<file path="src/rtl/dmac_mi_lock_ctrl_pkg.sv">
// Shared definitions for the master-interface channel lock controller:
// lock level encodings, FSM state encoding and request-to-channel mapping.
package dmac_mi_lock_ctrl_pkg;

  localparam logic [1:0] LVL_TFR = 2'd0;
  localparam logic [1:0] LVL_BLK = 2'd1;
  localparam logic [1:0] LVL_TXN = 2'd2;

  typedef enum logic {
    ST_IDLE   = 1'b0,
    ST_LOCKED = 1'b1
  } lock_state_e;

  // Requests come in source/destination pairs, so the channel is req/2.
  function automatic logic [7:0] req_to_ch(input logic [7:0] req);
    return req >> 1;
  endfunction

endpackage

</file>
<file path="src/rtl/dmac_lock_tmo_cnt.sv">
// Lock timeout counter: held clear while i_clr, counts while i_en, and flags
// the cycle whose increment brings the count to all ones.
module dmac_lock_tmo_cnt #(
  parameter int TMO_W = 16
) (
  input  logic hclk,
  input  logic hreset,
  input  logic i_clr,
  input  logic i_en,
  output logic o_hit
);

  localparam logic [TMO_W-1:0] HIT_AT = {TMO_W{1'b1}} - TMO_W'(1);

  logic [TMO_W-1:0] r_cnt;

  always_ff @(posedge hclk) begin
    if (hreset || i_clr) begin
      r_cnt <= '0;
    end else if (i_en) begin
      r_cnt <= r_cnt + TMO_W'(1);
    end
  end

  assign o_hit = i_en && (r_cnt == HIT_AT);

endmodule

</file>
<file path="src/rtl/dmac_mi_lock_ctrl.sv">
// Per-master-interface channel lock controller: latches the granted channel,
// masks all other requests at the arbiter and holds bus lock until release.
// Optional lock timeout is built when DMAH_LOCK_TIMEOUT_EN is defined.
module dmac_mi_lock_ctrl
  import dmac_mi_lock_ctrl_pkg::*;
#(
  parameter int NUM_CH       = 8,
  parameter int NUM_PER      = 2 * NUM_CH,
  parameter int LOG2_NUM_PER = 4,
  parameter int LOG2_NUM_CH  = 3,
  parameter int TMO_W        = 16
) (
  input  logic                    hclk,
  input  logic                    hreset,
  input  logic                    granted_mi,
  input  logic [LOG2_NUM_PER-1:0] grant_index_mi,
  input  logic [NUM_CH-1:0]       lock_ch_en,
  input  logic [2*NUM_CH-1:0]     lock_ch_lvl,
  input  logic [NUM_CH-1:0]       tfr_done,
  input  logic [NUM_CH-1:0]       blk_done,
  input  logic [NUM_CH-1:0]       txn_done,
  input  logic [NUM_CH-1:0]       ch_dis,
  output logic [NUM_PER-1:0]      mask_lck_ch,
  output logic                    lock_active,
  output logic [LOG2_NUM_CH-1:0]  lock_owner,
  output logic                    lock_tmo,
  output lock_state_e             o_dbg_state
);

  localparam logic [NUM_PER-1:0] PAIR = NUM_PER'(3);

  lock_state_e           r_state;
  logic [NUM_PER-1:0]    r_mask;
  logic [LOG2_NUM_CH-1:0] r_owner;
  logic [1:0]            r_lvl;
  logic                  r_lock_tmo;

  lock_state_e           w_state_nxt;
  logic [NUM_PER-1:0]    w_mask_nxt;
  logic [LOG2_NUM_CH-1:0] w_owner_nxt;
  logic [1:0]            w_lvl_nxt;
  logic                  w_tmo_nxt;

  logic [LOG2_NUM_CH-1:0] w_ch;
  logic                  w_gidx_ok;
  logic                  w_grant_ok;
  logic [1:0]            w_req_lvl;
  logic [NUM_PER-1:0]    w_mask_lock;
  logic                  w_release;
  logic                  w_tmo_hit;

  assign w_ch       = LOG2_NUM_CH'(req_to_ch(8'(grant_index_mi)));
  assign w_gidx_ok  = 32'(grant_index_mi) < NUM_PER;
  assign w_grant_ok = granted_mi && w_gidx_ok && lock_ch_en[w_ch] && !ch_dis[w_ch];
  assign w_req_lvl  = lock_ch_lvl[{w_ch, 1'b0} +: 2];
  // A single-channel interface has nothing to exclude, so it never masks.
  assign w_mask_lock = (NUM_CH > 1) ? ~(PAIR << {w_ch, 1'b0}) : '0;

  always_comb begin
    w_release = ch_dis[r_owner] | tfr_done[r_owner];
    case (r_lvl)
      LVL_TFR: w_release = w_release;
      LVL_BLK: w_release = w_release | blk_done[r_owner];
      default: w_release = w_release | blk_done[r_owner] | txn_done[r_owner];
    endcase
  end

`ifdef DMAH_LOCK_TIMEOUT_EN
  dmac_lock_tmo_cnt #(
    .TMO_W (TMO_W)
  ) u_tmo_cnt (
    .hclk   (hclk),
    .hreset (hreset),
    .i_clr  (r_state == ST_IDLE),
    .i_en   (r_state == ST_LOCKED),
    .o_hit  (w_tmo_hit)
  );
`else
  assign w_tmo_hit = 1'b0;
`endif

  // Grants seen while LOCKED (stale or owner re-grant) are deliberately ignored;
  // release always lands in IDLE so a new lock needs at least one idle cycle.
  always_comb begin
    w_state_nxt = r_state;
    w_mask_nxt  = r_mask;
    w_owner_nxt = r_owner;
    w_lvl_nxt   = r_lvl;
    w_tmo_nxt   = 1'b0;
    case (r_state)
      ST_IDLE: begin
        if (w_grant_ok) begin
          w_state_nxt = ST_LOCKED;
          w_mask_nxt  = w_mask_lock;
          w_owner_nxt = w_ch;
          w_lvl_nxt   = w_req_lvl;
        end
      end
      ST_LOCKED: begin
        if (w_release) begin
          w_state_nxt = ST_IDLE;
          w_mask_nxt  = '0;
        end else if (w_tmo_hit) begin
          w_state_nxt = ST_IDLE;
          w_mask_nxt  = '0;
          w_tmo_nxt   = 1'b1;
        end
      end
      default: begin
        w_state_nxt = ST_IDLE;
        w_mask_nxt  = '0;
      end
    endcase
  end

  always_ff @(posedge hclk) begin
    if (hreset) begin
      r_state    <= ST_IDLE;
      r_mask     <= '0;
      r_owner    <= '0;
      r_lvl      <= LVL_TFR;
      r_lock_tmo <= 1'b0;
    end else begin
      r_state    <= w_state_nxt;
      r_mask     <= w_mask_nxt;
      r_owner    <= w_owner_nxt;
      r_lvl      <= w_lvl_nxt;
      r_lock_tmo <= w_tmo_nxt;
    end
  end

  assign mask_lck_ch = r_mask;
  assign lock_active = (r_state == ST_LOCKED);
  assign lock_owner  = r_owner;
  assign lock_tmo    = r_lock_tmo;
  assign o_dbg_state = r_state;

endmodule

</file>
<file path="config.mk">
export PLATFORM = sky130hd
export DESIGN_NAME = dmac_mi_lock_ctrl
export DESIGN_NICKNAME = d
export VERILOG_FILES = /design/src/rtl/dmac_mi_lock_ctrl_pkg.sv /design/src/rtl/dmac_lock_tmo_cnt.sv /design/src/rtl/dmac_mi_lock_ctrl.sv
export SDC_FILE = /design/constraint.sdc
export NUM_CORES = 1
export LEC_CHECK = 0
export ABC_CLOCK_PERIOD_IN_PS = 1620
export CAP_MARGIN = 5
export CORE_ASPECT_RATIO = 0.9
export CORE_MARGIN = 1
export CORE_UTILIZATION = 31
export CTS_CLUSTER_SIZE = 40
export DETAILED_ROUTE_END_ITERATION = 10
export GPL_TIMING_DRIVEN = 0
export PLACE_DENSITY = 0.86
export SLEW_MARGIN = 20
export SYNTH_ARGS = -nofsm -noshare
export SYNTH_HDL_FRONTEND = slang
export SYNTH_HIERARCHICAL = 1
export SYNTH_SLANG_ARGS = --single-unit
</file>
<file path="constraint.sdc">
create_clock -name hclk -period 1.62 [get_ports hclk]
set_input_delay 0.162 -clock hclk [delete_from_list [all_inputs] [get_ports hclk]]
set_output_delay 0.162 -clock hclk [all_outputs]
set_load 0.005 [all_outputs]
</file>
### Word-level counts from Yosys, hierarchy flattened

Index checks and enable logic that the tools add are counted.

| word-level totals | value |
|---|---|
| output and inout port bits | 22 |
| register bits after elaboration | 22 |

| operators by class | value |
|---|---|
| equality and inequality tests | 3 |
| bitwise gates (word level) | 5 |
| order comparisons | 2 |
| multiplexer cells | 19 |
| reduce and logical (&&, ||, !) cells | 6 |
| shifts and indexed selects | 2 |

Operators by type and width:

| operator | count |
|---|---|
| 16-bit two-way mux | 2 |
| 16-bit case mux with 2 select lines | 1 |
| 1-bit binary-select mux with 3-bit select | 6 |
| 16-bit inverter | 1 |
| 16-bit by 5-bit indexed part select with 2-bit output | 1 |
| 2-bit by 4-bit left shift with 16-bit output (first input constant) | 1 |
| 3-bit by 4-bit < comparator with 1-bit output (second input constant) | 2 |
| 1-bit two-way mux | 8 |
| 1-bit case mux with 2 select lines | 2 |
| 2-bit AND reduction | 2 |
| 1-bit OR | 3 |
| 2-bit by 1-bit equality test with 1-bit output (second input constant) | 1 |
| 1-bit logical AND | 2 |
| 2-bit logical NOT | 1 |
| 2-bit by 1-bit inequality test with 1-bit output (second input constant) | 1 |
| 2-bit inequality test (second input constant) | 1 |
| 1-bit logical NOT | 1 |
| 1-bit inverter | 1 |

### Logic depth before layout (Yosys ltp)

| depth | value |
|---|---|
| depth in word-level cells | 8 |
| gate-level depth with buffers | 6 |
| depth with buffers taken out | 5 |

### Worst setup path before layout

Ideal clock, no wire load.

| path | value |
|---|---|
| path type | register -> register |
| from | register r_owner[2], in the netlist lock_owner[2] |
| to | register r_mask[1], in the netlist mask_lck_ch[1] |
| stages on the path, launching flop included | 6 |
| arrival | 1.694 ns |
| clock period less this slack | 1.795 ns |
| library setup time | 0.101 ns |
| setup slack | -0.175 ns |
| path buffers | 1 |
| required time | 1.519 ns |
| path through | dfxtp_1 -> buf_2 -> mux4_2 -> o31ai_2 -> a31oi_2 -> o41ai_1 |

| between the ends | value |
|---|---|
| word-level cells in the longest chain between the ends | 8 |
| elaborated cells on any way between the ends | 14 |
| classes of those cells | 1 x eq/ne; 9 x mux; 3 x bitwise; 1 x reduce/logical |

Ends and longest elaborated chain:

| item | RTL line | RTL |
|---|---|---|
| start: declaration | dmac_mi_lock_ctrl.sv:34 | `logic [LOG2_NUM_CH-1:0] r_owner;` |
| start signal: assignment | dmac_mi_lock_ctrl.sv:126 | `r_owner <= w_owner_nxt;` |
| 1-bit binary-select mux with 3-bit select | dmac_mi_lock_ctrl.sv:60 | `w_release = ch_dis[r_owner] \| tfr_done[r_owner];` |
| 1-bit two-way mux (not written as such) | dmac_mi_lock_ctrl.sv:60 |  |
| 1-bit OR | dmac_mi_lock_ctrl.sv:60 |  |
| 1-bit OR | dmac_mi_lock_ctrl.sv:63, dmac_mi_lock_ctrl.sv:64 |  |
| 1-bit OR | dmac_mi_lock_ctrl.sv:64 | `default: w_release = w_release \| blk_done[r_owner] \| txn_done[r_owner];` |
| 1-bit case mux with 2 select lines (*) | dmac_mi_lock_ctrl.sv:61 | `case (r_lvl)` |
| 2-bit by 1-bit inequality test with 1-bit output (no line) (*) | n/a |  |
| 2-bit AND reduction (no line) (*) | n/a |  |
| end signal: assignment | dmac_mi_lock_ctrl.sv:125 | `r_mask <= w_mask_nxt;` |
| end: declaration | dmac_mi_lock_ctrl.sv:33 | `logic [NUM_PER-1:0] r_mask;` |

Every way passes the cells marked *; elsewhere a longest branch is shown, timed or not. The select of a mux whose other input is x is not followed.
A chain may end at the register's enable or synchronous reset.

### Worst setup path in the final report

| path | value |
|---|---|
| from | register r_owner[0], in the netlist lock_owner[0] |
| to | register r_mask[5], in the netlist mask_lck_ch[5] |

The elaborated chain is that of the path after synthesis.

==> metrics.csv <==
stage,metric,value,unit
pwr,worst ir drop on vdd,293.7,uV
cts,hold_buf cts,0,
die,# IOs,85,
placed_design,Setup WS pre-CTS,-0.6521,ns
synthesis,Adder-Cell Fraction of Synth Area,0,%
die,Die X,67.38,um
min_path,Worst Hold Class,input pin to flip-flop,
grt,GRT overflow,0,
placed_design,port bufs,81,
drt,Vias,1477,
critical_path,CP Max Fanout,8,
pwr,P_sw,350.6,uW
final_layout,Fill cells,272,
job,Max Cap Viol,0,
critical_path,Worst EP required,1.77,ns
timing,measured slew at the worst slew-check pin,0.5841,ns
critical_path,Critical Path Source Type,flip-flop,
cts,CTS Buf Count,3,
drt,Routed Antenna Nets,0,
timing,minimum clock period,1.876,ns
pwr,Internal,926.7,uW
synthesis,post-synthesis mux area share,23.71,%
synthesis,largest family of logic cells by synthesized area,multiplexers,
placed_design,GPL Wtd Cong,0.8773,
drt,initial DRC count,54,
synthesis,Seq cells post-synth,14,
drt,average routed wire per standard cell,15.15,um
placed_design,placed standard-cell area,0.002069,sq mm
cts,CTS max path bufs,2,
synthesis,Post-Syn Instances,136,
critical_path,Reg2Reg Depth,5,
drt,DRT Wirelength,4212,um
timing,final setup fails,9,
cts,CTS H-tree depth,1,
critical_path,"Data arrival, critical path",2.03,ns
timing,"Slew Viols, Final",0,
critical_path,R2R Setup Slk,-0.26,ns
placed_design,HPWL Detailed,3017,um
timing,Fin Clk Skew,0.004089,ns
final_layout,"commonest non-fill, non-tap cells in the layout","63 x clkdlybuf4s50_1, 22 x buf_4, 13 x nor2_1",
synthesis,Yosys cell types,33,
timing,Fmax achieved,0.5331,GHz
final_layout,non-filler instance count after layout,278,
grt,vias in the first global route,1451,
grt,Global Route Usage Sum,21.79,%
pwr,Clock power frac,26.8,%
pwr,Comb pwr share,42.4,%
synthesis,compound-gate portion of the synthesized area,19.20,%
critical_path,kind of critical path,flip-flop to flip-flop,
cts,insertion delay to the later sink of the worst-skew pair,0.25,ns
placed_design,placed cells,261,
pwr,pwr/cell area,524.3,mW/mm^2
cts,CTS Sinks,14,
final_layout,Final #Nets,298,
drt,vias per cell,5.313,
timing,"Hold Violations, Final",0,
critical_path,CP Capture Type,flip-flop,
status,failing checks,setup timing,
synthesis,Post-Syn Area,0.001192,sq mm
timing,Tcrit/Tclk final,115.8,%
grt,largest net degree at the start of global routing,11,
synthesis,Yosys warnings,6,
drt,DRC,0,
die,total die area,0.004099,sq mm
die,row cnt,20,
pwr,switching part of the total,27.45,%
final_layout,"most common cell after layout, fill and taps aside",clkdlybuf4s50_1,
synthesis,syn_area_per_cell,8.768,sq um
drt,drt pass-1 iters,4,
synthesis,simple-gate area share of the yosys netlist,22.67,%
die,CORE AREA,0.003528,sq mm
synthesis,sequential area share after synthesis,23.50,%
grt,first-pass GRT wire length,6527,um
cts,CTS tree,yes,
timing,relative slew slack,61.06,%
pwr,sequential group share of total power,30.8,%
status,run status,finished with violations,
min_path,WHS Path Cells,3,
die,die boundary height,60.84,um
timing,Final WS setup,-0.2558,ns
cts,Root Buffer,clkbuf_8,
timing,RSZ-0062 raised after global routing,yes,
timing,Fin Hold WS,0.4448,ns
final_layout,# diodes,0,
pwr,static leakage,0.0009754,uW
cts,Clock Pin Slew Worst Setup and Hold Paths,0.06,ns
synthesis,Synth Area in XOR/XNOR,0,%
grt,initial antenna violation count,0,
die,Initial Utilization,33.79,%
final_layout,layout cell share with drive strength beyond 1,31.62,%
final_layout,Synth-to-Final Area Change,104.3,%
synthesis,syn nets,199,
final_layout,post-route cell area,0.002436,sq mm
-- critical path, stage by stage (launching register included) --
cell       delay [ns]
dfxtp_4          0.37
mux4_2           0.53
o2bb2ai_4        0.15
o31ai_4          0.28
a31oi_4          0.11
o41ai_2          0.33
-- path summary, 6_finish.rpt --
| kind | start | to |
|---|---|---|
| max reg2reg | lock_owner[0] | mask_lck_ch[5] |
| min | grant_index_mi[3] | r_lvl[0] |
| max | lock_owner[0] | mask_lck_ch[5] |
| min reg2reg | mask_lck_ch[5] | mask_lck_ch[5] |
-- registers in the layout, indices dropped and copies added (netlist names) --
| signal | flops |
|---|---|
| mask_lck_ch | 8 |
| lock_active | 1 |
| lock_owner | 3 |
| r_lvl | 2 |
-- synthesized netlist by cell type --
cell type | instances | area [sq um]
buf_4 | 10 | 75.07
o41ai_1 | 2 | 17.52
clkbuf_1 | 1 | 3.750
a211oi_1 | 3 | 22.52
and2_1 | 3 | 18.77
nand2b_1 | 7 | 43.79
mux2i_1 | 8 | 80.08
a211oi_2 | 1 | 12.51
o32ai_1 | 4 | 35.03
nor4_1 | 2 | 12.51
nor2b_1 | 4 | 25.02
o21ai_0 | 4 | 20.02
o31ai_2 | 1 | 12.51
or2_0 | 1 | 6.260
o2bb2ai_1 | 1 | 8.760
and2b_2 | 1 | 8.760
inv_1 | 5 | 18.77
o221ai_1 | 1 | 8.760
a21oi_1 | 2 | 10.01
conb_1 | 1 | 3.750
buf_1 | 1 | 3.750
nand2_1 | 10 | 37.54
dfxtp_1 | 14 | 280.3
a31oi_1 | 5 | 31.28
buf_2 | 5 | 25.02
nor3_1 | 5 | 25.02
nor4b_1 | 2 | 17.52
or2_1 | 3 | 18.77
o2bb2ai_2 | 1 | 15.01
nor2_1 | 15 | 56.30
o21bai_1 | 3 | 22.52
a31oi_2 | 1 | 12.51
mux4_2 | 9 | 202.7
-- final cells by class --
type	count	area [sq um]	share of cell area (%)
well taps	44	55.05	2.260
repair buffers	94	914.6	37.54
flip-flops and latches	14	285.3	11.71
multi-input cells	100	974.7	40.01
inverters	5	18.77	0.7704
plain buffers	17	132.6	5.444
clock buffers	4	55.05	2.260
-- power groups by stage --
stage / Sequential, uW / Combinational, uW / Clock [uW]
6_report: 393 / 542 / 342
2_1_floorplan: 396 / 195 / 0
5_1_grt: 396 / 585 / 357
4_1_cts: 390 / 497 / 346
3_5_place_dp: 398 / 447 / 0
3_3_place_gp: 397 / 435 / 0
-- metrics by stage --
| stage | setup TNS, ns | power (uW) | util [%] |
|---|---|---|---|
| floorplan | -0.3328 | 590.6 | - |
| global placement | -6.944 | 832.6 | 58.65 |
| detailed placement | -7.648 | 844.8 | 58.65 |
| CTS | -1.519 | 1233 | 65.57 |
| global route | -2.335 | 1338 | 69.04 |
| finish | -1.728 | 1277 | 69.04 |
-- layer usage --
metal / share of wire [%] / vias up / global-route usage [%]
met5: 0 / - / 0
met1: 38 / 694 / 24.23
met3: 8.4 / 8 / 5.827
met2: 52 / 83 / 39.86
li1: - / 692 / -
met4: 1.4 / 0 / 7.903
-- what timing repair did --
item                       in CTS  in global routing
gates cloned                    1                  0
setup endpoints to repair      14                 13
resized for setup              33                 30
setup buffers                  10                  2
pin swaps                       6                  6
-- cell families after synthesis --
group | Yosys count
buf+inv | 22
flops | 14
simple gates | 53
compound gates | 29
other cells | 1
mux | 17
No activity file was read; power rests on OpenSTA's default activity.
